<file path="config.mk">
export PLATFORM = sky130hd
export DESIGN_NAME = argmax_classifier
export DESIGN_NICKNAME = d
export VERILOG_FILES = /design/src/rtl/argmax_classifier.sv
export SDC_FILE = /design/constraint.sdc
export NUM_CORES = 1
export LEC_CHECK = 0
export CORE_UTILIZATION = 57
export CTS_BUF_LIST = sky130_fd_sc_hd__clkbuf_4
export DETAILED_ROUTE_END_ITERATION = 10
export PLACE_DENSITY_LB_ADDON = 0.15
export SYNTH_ARGS = -nofsm -noshare
export SYNTH_HDL_FRONTEND = slang
export SYNTH_SLANG_ARGS = --single-unit
</file>
<file path="constraint.sdc">
create_clock -name clk -period 11.84 [get_ports clk]
set_input_delay 2.368 -clock clk [delete_from_list [all_inputs] [get_ports clk]]
set_output_delay 2.368 -clock clk [all_outputs]
set_load 0.02 [all_outputs]
</file>
<file path="src/rtl/argmax_classifier.sv">
// rtl/argmax_classifier.sv - serial signed argmax over a snapshotted score vector
// Ties keep the lowest class index; results hold until the next completed scan.
module argmax_classifier #(
   parameter int DATA_WIDTH  = 8,
   parameter int NUM_CLASSES = 10,
   parameter int IDX_WIDTH   = 4
) (
   input  logic                              clk,
   input  logic                              rst,
   input  logic                              start,
   input  logic [NUM_CLASSES*DATA_WIDTH-1:0] scores,
   output logic                              busy,
   output logic                              result_valid,
   output logic [IDX_WIDTH-1:0]              class_idx,
   output logic [DATA_WIDTH-1:0]             class_score,
   output logic                              overrun
);

   typedef enum logic [1:0] {IDLE, SCAN, DONE} state_t;

   localparam logic [IDX_WIDTH-1:0] LAST_IDX = IDX_WIDTH'(NUM_CLASSES - 1);

   state_t                        state;
   logic signed [DATA_WIDTH-1:0]  snap [NUM_CLASSES];
   logic signed [DATA_WIDTH-1:0]  best_val;
   logic [IDX_WIDTH-1:0]          best_idx;
   logic [IDX_WIDTH-1:0]          ptr;

   logic signed [DATA_WIDTH-1:0]  cand_val;
   logic                          take_cand;
   logic signed [DATA_WIDTH-1:0]  nxt_val;
   logic [IDX_WIDTH-1:0]          nxt_idx;

   // Strictly-greater replace keeps the earliest index on ties.
   always_comb begin
      cand_val  = snap[ptr];
      take_cand = cand_val > best_val;
      nxt_val   = take_cand ? cand_val : best_val;
      nxt_idx   = take_cand ? ptr : best_idx;
   end

   always_ff @(posedge clk) begin
      if (rst) begin
         state        <= IDLE;
         busy         <= 1'b0;
         result_valid <= 1'b0;
         class_idx    <= '0;
         class_score  <= '0;
         overrun      <= 1'b0;
         best_val     <= '0;
         best_idx     <= '0;
         ptr          <= '0;
      end else begin
         result_valid <= 1'b0;
         case (state)
            IDLE, DONE: begin
               if (start) begin
                  for (int j = 0; j < NUM_CLASSES; j++)
                     snap[j] <= scores[DATA_WIDTH*j +: DATA_WIDTH];
                  best_val <= scores[DATA_WIDTH-1:0];
                  best_idx <= '0;
                  ptr      <= IDX_WIDTH'(1);
                  busy     <= 1'b1;
                  state    <= SCAN;
               end else begin
                  state <= IDLE;
               end
            end
            SCAN: begin
               if (start)
                  overrun <= 1'b1;
               best_val <= nxt_val;
               best_idx <= nxt_idx;
               ptr      <= ptr + IDX_WIDTH'(1);
               if (ptr == LAST_IDX) begin
                  state        <= DONE;
                  busy         <= 1'b0;
                  result_valid <= 1'b1;
                  class_idx    <= nxt_idx;
                  class_score  <= nxt_val;
               end
            end
            default: state <= IDLE;
         endcase
      end
   end

endmodule

</file>
==> summary.md, run 1 <==
| Metric | Value |
|---|---|
| Clk Tree Root Cell | `clkbuf_4` |
| Total number of vias | `around 3300` |
| Slew Limit Fails | `0` |
| Final WS setup | `7.291 ns` |
| RSZ-0062 raised after global routing | `no` |
| DIE AREA | `9072 um2` |
| Mapped Area | `just under 5000 um2` |
| Die X | `around 95 um` |
| Pwr Total | `~0.85 mW` |
| Largest net degree at the start of global routing | `63` |
| Total GRT Usage | `0.2456` |
| Number of enable flip-flop cells after synthesis | `80` |
| Dpl ws | `roughly 6.7 ns` |
| Syn-to-layout area delta | `24.59%` |
| Placed Instance Area | `between 5000 and 6000 um2` |
| Layout cells sized above 1 | `0.1691` |
| H-Tree Level Count | `4` |
| Top cells by count, synth | `edfxtp_1 (80), dfxtp_1 (37), mux2_2 (24)` |
| Worst Tran Pin Value | `0.9426 ns` |
| Core box area | `just over 8000 um2` |
| Worst Setup Start Kind | `input pin` |
| DR pass1 iterations | `5` |
| Area contributors post-synth | `edfxtp_1 (48%), dfxtp_1 (15%), mux2_2 (5.5%)` |
| Run status | `finished, final reports clean` |
| Sequential area share after synthesis | `0.6342` |
| Post-route design area | `roughly 6000 um2` |
| Inserted Clock Buffers | `17` |
| First-pass GRT wire length | `between 15000 and 20000 um` |
| NumNets Final | `between 500 and 600` |
| Final hold violation count | `0` |
| Final Util | `0.7440` |
| Iter 0 DRT Violations | `approximately 180` |
| Die Span Y | `around 95 um` |
| # fillers | `between 500 and 600` |
| CP Capture Type | `flop` |
| Final std cells w/o fill | `approximately 580` |
| Antenna Violating Nets Remaining | `0` |
| N_diodes | `0` |
| Post-Syn Area per Cell | `between 10 and 15 um2` |
| Total gr overflow | `0` |
| Async SR Flop Fraction | `0` |
| Yosys warning count | `0` |
| HP Class | `reg2reg` |
| Max rail drop VDD | `approximately 0.093 mV` |
| Final setup vio count | `0` |
| Initial antenna violation count | `0` |
| Placed Cells | `546` |
| Hold_buf cts | `0` |
| Clk Latency, worst-skew pair | `~0.5 ns` |
| Via-to-Cell Ratio | `between 5 and 6` |
| DR WL/cell | `17.99 um` |
| CTS tree | `done` |
| Cts repair resizes | `0` |
| Period minus WS final | `roughly 4.5 ns` |
| Final WL | `roughly 10000 um` |
| FF+latch count, synth | `approximately 120` |
| Cell area power density | `138.1 nW/um2` |
| Clk sinks | `117` |
| Longest Clk Path Bufs | `2` |
| Tcrit/Tclk final | `0.3842` |
| Area fraction of the dominant cell type after synthesis | `0.4847` |
| Syn nets | `between 400 and 500` |
| # port buffers | `97` |
| CP Max Fanout | `62` |
| Io pins | `98` |
| Post-DP HPWL | `between 7000 and 8000 um` |
| Relative slew margins | `0.3716` |
| Post-CTS setup buffers | `0` |
| Starting Density | `0.5972` |
| Row cnt | `33` |
| CP Class | `in2reg` |
| Synth Flop Type | `edfxtp_1` |
| Fin Hold WS | `about 0.45 ns` |
| Register clock-pin slew on the reported worst setup and hold paths | `0.10 ns` |
| Vias in the first global route | `about 3300` |
| Setup TNS | `0 ns` |
| Top-count cell post-synth | `edfxtp_1` |
| Largest area contributor in the netlist | `edfxtp_1` |
| Data arrival, critical path | `between 4 and 5 ns` |
| Max-cap violations | `0` |
| Critical path required time | `around 12 ns` |
| Cells after Synth | `approximately 360` |
| GPL Wtd Cong | `around 0.83` |
| Synth cell types | `between 40 and 50` |
| Leak | `between 2 and 2.5 nW` |
| Drt drc | `0` |
| Clk_skew | `approximately 0.020 ns` |
| Fmax achieved | `roughly 220 MHz` |
==> final cells by class <==
cell class,count,area (um2),share of cell area
flip-flops and latches,117,3144,0.5092
multi-input cells,214,1643,0.2661
repair buffers,99,985.9,0.1597
clock buffers,20,150.1,0.02432
well taps,105,131.4,0.02128
clock inverters,12,78.83,0.01277
inverters,11,41.29,0.006687
==> sequential cells by signal (all words and copies together), names as in the netlist, 2 cells and up, named ones only <==
name	flops
ptr	4
class_score	8
snap	80
best_idx	4
state	2
best_val	8
class_idx	4
==> final timing paths <==
path / from / depth (start not counted) / endpoint / slack (ns)
worst max-delay path: rst / 3 / snap[2][0]$_DFFE_PP_ / 7.29
worst min-delay path: class_score[1]$_SDFFE_PP0P_ / 2 / class_score[1]$_SDFFE_PP0P_ / 0.45
worst max register to register: flop / 9 / class_idx[2]$_SDFFE_PP0P_ / 7.78
worst min register to register: class_score[1]$_SDFFE_PP0P_ / 2 / class_score[1]$_SDFFE_PP0P_ / 0.45
==> critical path: stages <==
cell and delay, ns:
clkdlybuf4s50_1 0.79, nor2_4 0.73, buf_4 0.73
==> layer usage <==
layer / vias to the layer above / global-route usage / wire (um)
li1: 1601 / - / -
met2: 116 / 0.4048 / 5137
met1: 1583 / 0.3131 / 4454
met4: 0 / 0.07071 / 77
met5: - / 0 / 0
met3: 12 / 0.07496 / 732
==> layout by cell type, fill, tap and decap left out, types with 2 or more instances in the layout <==
cell type / netlist / final
clkdlybuf4s50_1: 0 / 97
edfxtp_1: 80 / 80
dfxtp_1: 37 / 36
mux2_2: 24 / 24
nand2_1: 20 / 20
clkbuf_4: 0 / 20
o31ai_1: 16 / 16
o21ai_1: 16 / 16
a21oi_1: 14 / 14
mux2i_1: 12 / 12
inv_1: 11 / 11
nor2_1: 11 / 10
ha_1: 10 / 10
o22ai_1: 9 / 9
nor2b_1: 9 / 9
a22oi_1: 7 / 7
nand2b_1: 6 / 6
a22o_1: 6 / 6
o31ai_2: 5 / 5
a211oi_1: 4 / 4
a2111oi_2: 4 / 4
o21ai_0: 4 / 4
clkinv_2: 0 / 4
inv_4: 0 / 4
nand4_1: 3 / 3
nand3_1: 3 / 3
nor4_1: 3 / 3
a32o_1: 3 / 3
and2b_2: 2 / 2
o41ai_2: 2 / 2
nor3_1: 2 / 2
a311oi_1: 2 / 2
nor2_2: 2 / 2
clkinv_4: 0 / 2
buf_4: 0 / 2
==> power breakdown <==
| part | switching (mW) | internal [mW] |
|---|---|---|
| clock | 0.150 | 0.0900 |
| sequential | 0.0172 | 0.459 |
| combinational | 0.0724 | 0.0638 |
| total | 0.240 | 0.613 |
==> kinds of logic (layout without fill, tap and decap cells) <==
kind of cell	Yosys count	after routing	synth area share
AO/OA/AOI/OAI	100	100	0.1535
XOR/XNOR	2	2	0.003535
adder cells (fa/ha/maj)	10	10	0.02525
buffers and inverters	31	142	0.03585
flip-flops	117	117	0.6342
multiplexers	36	36	0.07877
AND/OR/NAND/NOR	66	66	0.06892
Note: power is estimated with default switching activity, not from simulation.
==> run 2, diff against run 1 <==
- CORE_UTILIZATION: 57 -> 48
- clock period: 11.84 -> 4.01 ns (I/O delays scaled with it)
==> run 2 against run 1 <==
  * Global-route usage decreased by 3.5 points
  * Combinational power increased to 3.1 times the previous value
  * Register-to-register slack got worse by 7.3 ns
  * Via count increased by 0.45%
  * Count of clock-buffer cells in the layout increased by 1
  * Sequential cell count unchanged
  * Routed wire length increased by 2.1%
  * Core utilization decreased by 9.7 points
  * Die area increased by 18%
  * Design area increased by 3.8%
  * Final cell count increased by 5.7%
  * Critical path type is now reg2reg
  * Critical endpoint is now class_idx[2]$_SDFFE_PP0P_
==> summary.md, run 2 (synthesis gave the netlist of run 1 again) <==
| Metric | Value |
|---|---|
| Register clock-pin slew on the reported worst setup and hold paths | `0.11 ns (about the same)` |
| Placed Instance Area | `6068 um2 (+2.1%)` |
| Post-DP HPWL | `7691 um (+3.0%)` |
| Largest regs | `snap x80, best_val x8, class_score x8` |
| Cell area power density | `440.2 nW/um2 (+220%)` |
| RSZ-0062 raised after global routing | `no` |
| Total GRT Usage | `0.2101 (-0.03549)` |
| Die Span Y | `103.6 um (+8.8%)` |
| Worst path bufs/invs | `0 (-2)` |
| Critical path, cell by cell | `mux2_2 > o22ai_1 > a2111oi_2 > a21oi_1 > ha_1 > nand4_1 > nor2b_1 > o21a_1 > nor4_1 > a2111oi_2` |
| NumNets Final | `558 (+0.90%)` |
| Relative slew margins | `0.4432 (+0.07161)` |
| DIE AREA | `10740 um2 (+18%)` |
| Highest cell delay on the worst timing path | `0.76 ns (-0.03 ns)` |
| Post-route design area | `6409 um2 (+3.8%)` |
| Setup TNS | `0 ns (unchanged)` |
| Most common cell after layout, fill and taps aside | `clkdlybuf4s50_1` |
| Largest net degree at the start of global routing | `32 (-49%)` |
| Longest Clk Path Bufs | `2 (unchanged)` |
| Cts repair resizes | `0 (unchanged)` |
| Total number of vias | `3327 (+0.45%)` |
| CP Max Fanout | `28 (-55%)` |
| Max rail drop VDD | `0.2728 mV (+190%)` |
| Max reg flops | `80 (unchanged)` |
| Starting Density | `0.5001 (-0.09704)` |
| Final WS setup | `0.5252 ns (-6.766 ns)` |
| HP Class | `reg2reg` |
| Post-CTS setup buffers | `0 (unchanged)` |
| Top delay family on crit path | `compound AO/OA/AOI/OAI gates` |
| Clk sinks | `117 (unchanged)` |
| Top cell by count, worst path | `a2111oi_2` |
| Run status | `finished, final reports clean` |
| Final setup vio count | `0 (unchanged)` |
| Max-cap violations | `0 (unchanged)` |
| # fillers | `777 (+45%)` |
| Vias in the first global route | `3459 (+5.6%)` |
| Slew Limit Fails | `0 (unchanged)` |
| Fmax achieved | `287.0 MHz` |
| Period minus WS final | `about 3.5 ns` |
| Final WL | `10620 um (+2.1%)` |
| Register area | `3144 um2 (unchanged)` |
| Layout cells sized above 1 | `0.1736 (+0.004507)` |
| CP Capture Type | `flop` |
| Critical path required time | `4.43 ns (-7.54 ns)` |
| Inserted Clock Buffers | `17 (unchanged)` |
| H-Tree Level Count | `4 (unchanged)` |
| Dpl ws | `0.5301 ns (-6.211 ns)` |
| Tcrit/Tclk final | `0.8690` |
| # port buffers | `97 (unchanged)` |
| Die X | `103.6 um (+8.8%)` |
| Total gr overflow | `0 (unchanged)` |
| Clk_skew | `0.01780 ns (-0.002314 ns)` |
| Worst Setup Start Kind | `flop` |
| Most frequent cells in the layout | `clkdlybuf4s50_1 (97), edfxtp_1 (80), dfxtp_1 (36), mux2_2 (24), clkbuf_4 (21)` |
| N_diodes | `0 (unchanged)` |
| Drt drc | `0 (unchanged)` |
| Clk Tree Root Cell | `clkbuf_4` |
| Via-to-Cell Ratio | `5.445 (-5.0%)` |
| Initial antenna violation count | `0 (unchanged)` |
| Syn-to-layout area delta | `29.31%` |
| Hold_buf cts | `0 (unchanged)` |
| GPL Wtd Cong | `0.8322 (about the same)` |
| Core box area | `9910 um2 (+19%)` |
| Io pins | `98 (unchanged)` |
| Final hold violation count | `0 (unchanged)` |
| Pwr Total | `2.821 mW (+230%)` |
| Row cnt | `36 (+9.1%)` |
| CP Class | `reg2reg` |
| Leak | `2.190 nW (+3.7%)` |
| CTS tree | `done` |
| Area of the multi-input gates | `1643 um2 (unchanged)` |
| Iter 0 DRT Violations | `205 (+15%)` |
| Antenna Violating Nets Remaining | `0 (unchanged)` |
| DR WL/cell | `17.37 um (-3.5%)` |
| Clk Latency, worst-skew pair | `0.52 ns (+0.02 ns)` |
| Largest Register | `snap` |
| First-pass GRT wire length | `17020 um (+5.9%)` |
| DR pass1 iterations | `4 (-1)` |
| Max stage delay cell, worst path | `dfxtp_2` |
| Worst Tran Pin Value | `0.8335 ns (-0.1091 ns)` |
| Data arrival, critical path | `3.90 ns (-0.78 ns)` |
-- run 2: layer usage --
layer,up-vias,global-route usage,part of all wire
met5,-,0,0
met4,0,0.08075,0.013
met3,12,0.06545,0.049
met2,93,0.3514,0.50
met1,1610,0.2538,0.43
li1,1612,-,-
-- run 2: cell type report --
| class | instances | area share |
|---|---|---|
| clock buffer | 21 | 0.02460 |
| clock inverter | 11 | 0.02850 |
| inverter | 11 | 0.006443 |
| multi-input combinational | 214 | 0.2563 |
| sequential | 117 | 0.4906 |
| tap | 133 | 0.02597 |
| timing repair buffer | 104 | 0.1675 |
-- run 2: path summary, 6_finish.rpt --
check,startpoint,to,slack (ns),cells past startpoint
setup / recovery,flop,class_idx[2]$_SDFFE_PP0P_,0.53,10
hold / removal,class_score[0]$_SDFFE_PP0P_,class_score[0]$_SDFFE_PP0P_,0.45,2
setup reg to reg,flop,class_idx[2]$_SDFFE_PP0P_,0.53,10
hold reg to reg,class_score[0]$_SDFFE_PP0P_,class_score[0]$_SDFFE_PP0P_,0.45,2
-- run 2: power breakdown --
| part | switching, mW | internal (mW) | total, mW |
|---|---|---|---|
| Sequential | 0.0468 | 1.36 | 1.40 |
| Combinational | 0.224 | 0.203 | 0.427 |
| Clock | 0.413 | 0.579 | 0.992 |
| Total | 0.683 | 2.14 | 2.82 |
-- run 2: stage by stage --
step,utilization,cells,hold slack [ns]
6_report,0.6467,611,0.4523
5_1_grt,0.6467,611,0.4717
4_1_cts,0.6467,611,0.4556
3_5_place_dp,0.6124,579,0.4414
3_3_place_gp,0.6124,579,0.4415
2_1_floorplan,-,362,0.4423
-- run 2: tightest hold or removal path, cell delays in order, from the launching register on --
cell and delay, ns:
dfxtp_1 0.33, nand2_1 0.05, o21ai_1 0.05
==> run 3, diff against run 2 <==
- CORE_UTILIZATION: 48 -> 67
- DONT_BUFFER_PORTS: unset -> 1
- clock period: 4.01 -> 4.1 ns (I/O delays scaled with it)
==> run 3 against run 2 <==
  * Sequential power about the same
  * Final cell count is 22% lower
  * Largest power group unchanged
  * Clock power down 14%
==> summary.md, run 3 (synthesis gave the netlist of run 1 again) <==
| Metric | Value |
|---|---|
| Die X | `88.01 um (-15%)` |
| Most frequent cells in the layout | `edfxtp_1 (80), dfxtp_1 (36), mux2_2 (24), nand2_1 (20), clkbuf_4 (18)` |
| HP Class | `in2reg` |
| Iter 0 DRT Violations | `219 (+6.8%)` |
| Largest net degree at the start of global routing | `39 (+22%)` |
| Final setup vio count | `0 (unchanged)` |
| Period minus WS final | `3.626 ns (+0.1408 ns)` |
| Reg2reg setup slack | `0.47 ns (-0.05 ns)` |
| Hold_buf cts | `0 (unchanged)` |
| Fmax achieved | `275.8 MHz (-3.9%)` |
| Drt drc | `0 (unchanged)` |
| Vias in the first global route | `2852 (-18%)` |
| Relative slew margins | `0.3186 (-0.1246)` |
| Clk sinks | `117 (unchanged)` |
| Tcrit/Tclk final | `0.8843 (+0.01526)` |
| Final WL | `9690 um (-8.7%)` |
| Longest Clk Path Bufs | `2 (unchanged)` |
| Io pins | `98 (unchanged)` |
| Syn-to-layout area delta | `6.993%` |
| CTS tree | `done` |
| Register clock-pin slew on the reported worst setup and hold paths | `0.10 ns (about the same)` |
| Via-to-Cell Ratio | `6.204 (+14%)` |
| N_diodes | `0 (unchanged)` |
| Total number of vias | `2953 (-11%)` |
| DR WL/cell | `20.36 um (+17%)` |
| Core box area | `6982 um2 (-30%)` |
| Final hold violation count | `0 (unchanged)` |
| Placed Cells | `444 (-23%)` |
| Leak | `1.777 nW (-19%)` |
| CP Capture Type | `flop` |
| Most common cell after layout, fill and taps aside | `edfxtp_1` |
| # port buffers | `0 (-100%)` |
| Cell area power density | `480.6 nW/um2 (+9.2%)` |
| Critical path required time | `4.50 ns (+0.07 ns)` |
| NumNets Final | `460 (-18%)` |
| H-Tree Level Count | `4 (unchanged)` |
| GPL Wtd Cong | `0.8657 (+4.0%)` |
| # fillers | `464 (-40%)` |
| Clk Latency, worst-skew pair | `0.51 ns (about the same)` |
| Initial antenna violation count | `0 (unchanged)` |
| Final std cells w/o fill | `476 (-22%)` |
| RSZ-0062 raised after global routing | `no` |
| Setup TNS | `0 ns (unchanged)` |
| Data arrival, critical path | `4.03 ns (+0.13 ns)` |
| Slew Limit Fails | `0 (unchanged)` |
| Die Span Y | `88.01 um (-15%)` |
| Inserted Clock Buffers | `17 (unchanged)` |
| Max rail drop VDD | `0.2974 mV (+9.0%)` |
| Worst Setup Start Kind | `flop` |
| Largest regs | `snap x80, best_val x8, class_score x8` |
| Total gr overflow | `0 (unchanged)` |
| Clk Tree Root Cell | `clkbuf_4` |
| Worst Tran Pin Value | `1.020 ns (+0.1861 ns)` |
| Run status | `finished, final reports clean` |
| Layout cells sized above 1 | `0.2158 (+0.04215)` |
| Max reg flops | `80 (unchanged)` |
| Cts repair resizes | `0 (unchanged)` |
| Row cnt | `30 (-17%)` |
| CP Class | `reg2reg` |
| Pwr Total | `2.548 mW (-9.7%)` |
| Largest Register | `snap` |
| Post-CTS setup buffers | `0 (unchanged)` |
| Total GRT Usage | `0.2691 (+0.05895)` |
| Starting Density | `0.7099 (+0.2097)` |
| Clk_skew | `0.01827 ns (+0.0004727 ns)` |
| First-pass GRT wire length | `14860 um (-13%)` |
| Post-DP HPWL | `6621 um (-14%)` |
| CP Max Fanout | `23 (-18%)` |
| Max-cap violations | `0 (unchanged)` |
| DIE AREA | `7745 um2 (-28%)` |
| DR pass1 iterations | `5 (+1)` |
| Fin Hold WS | `0.3725 ns (-0.07977 ns)` |
| Antenna Violating Nets Remaining | `0 (unchanged)` |
[run 3: changes by cell type in the layout (fill, tap and decap cells not counted)]
cell	change
buf_12	-3
buf_4	+2
bufinv_16	-2
clkbuf_4	-3
clkdlybuf4s50_1	-97
clkinv_2	+1
clkinv_4	+3
clkinvlp_4	+1
[run 3: through the flow]
stage | area (um2) | util | worst slack [ns]
floorplan | 4959 | - | 0.3366
global placement | 5006 | 0.7170 | 0.7248
detailed placement | 5006 | 0.7170 | 0.5181
CTS | 5303 | 0.7595 | 0.4934
global route | 5303 | 0.7595 | 0.2110
finish | 5303 | 0.7595 | 0.4744
[run 3: area by class of cell]
type                       count  area (um2)  share of cell area
sequential                   117        3144              0.5930
tap                           96       120.1             0.02265
timing repair buffer           6       57.56             0.01085
clock inverter                14       161.4             0.03044
inverter                      11       41.29            0.007787
multi-input combinational    214        1643              0.3098
clock buffer                  18       135.1             0.02548
[run 3: where the power goes]
part	switching (mW)	internal, mW
Combinational	0.198	0.122
Sequential	0.0453	1.33
Clock	0.432	0.424
[run 3: worst paths after layout]
kind / from / endpoint / cells past startpoint
max reg2reg: flop / class_idx[2]$_SDFFE_PP0P_ / 10
max: flop / class_idx[2]$_SDFFE_PP0P_ / 10
min reg2reg: best_idx[1]$_SDFFE_PP0P_ / best_idx[1]$_SDFFE_PP0P_ / 1
min: rst / busy$_SDFFE_PP0P_ / 1
[run 3: metal layers]
metal,GRT usage,wire length (um),vias up
met2,0.4045,4483,129
met4,0.09985,157,0
met3,0.1046,931,13
li1,-,-,1422
met5,0,0,-
met1,0.3559,4117,1389
[run 3: worst max-delay path, stage by stage, from the launching register on]
cell and delay [ns]:
dfxtp_2 0.68, buf_4 0.36, mux2i_1 0.13, a22o_1 0.26
o31ai_2 0.24, ha_1 0.29, nor2b_1 0.15, o211a_1 0.21
o21ai_0 0.48, nand2_1 0.30, a2111oi_2 0.42
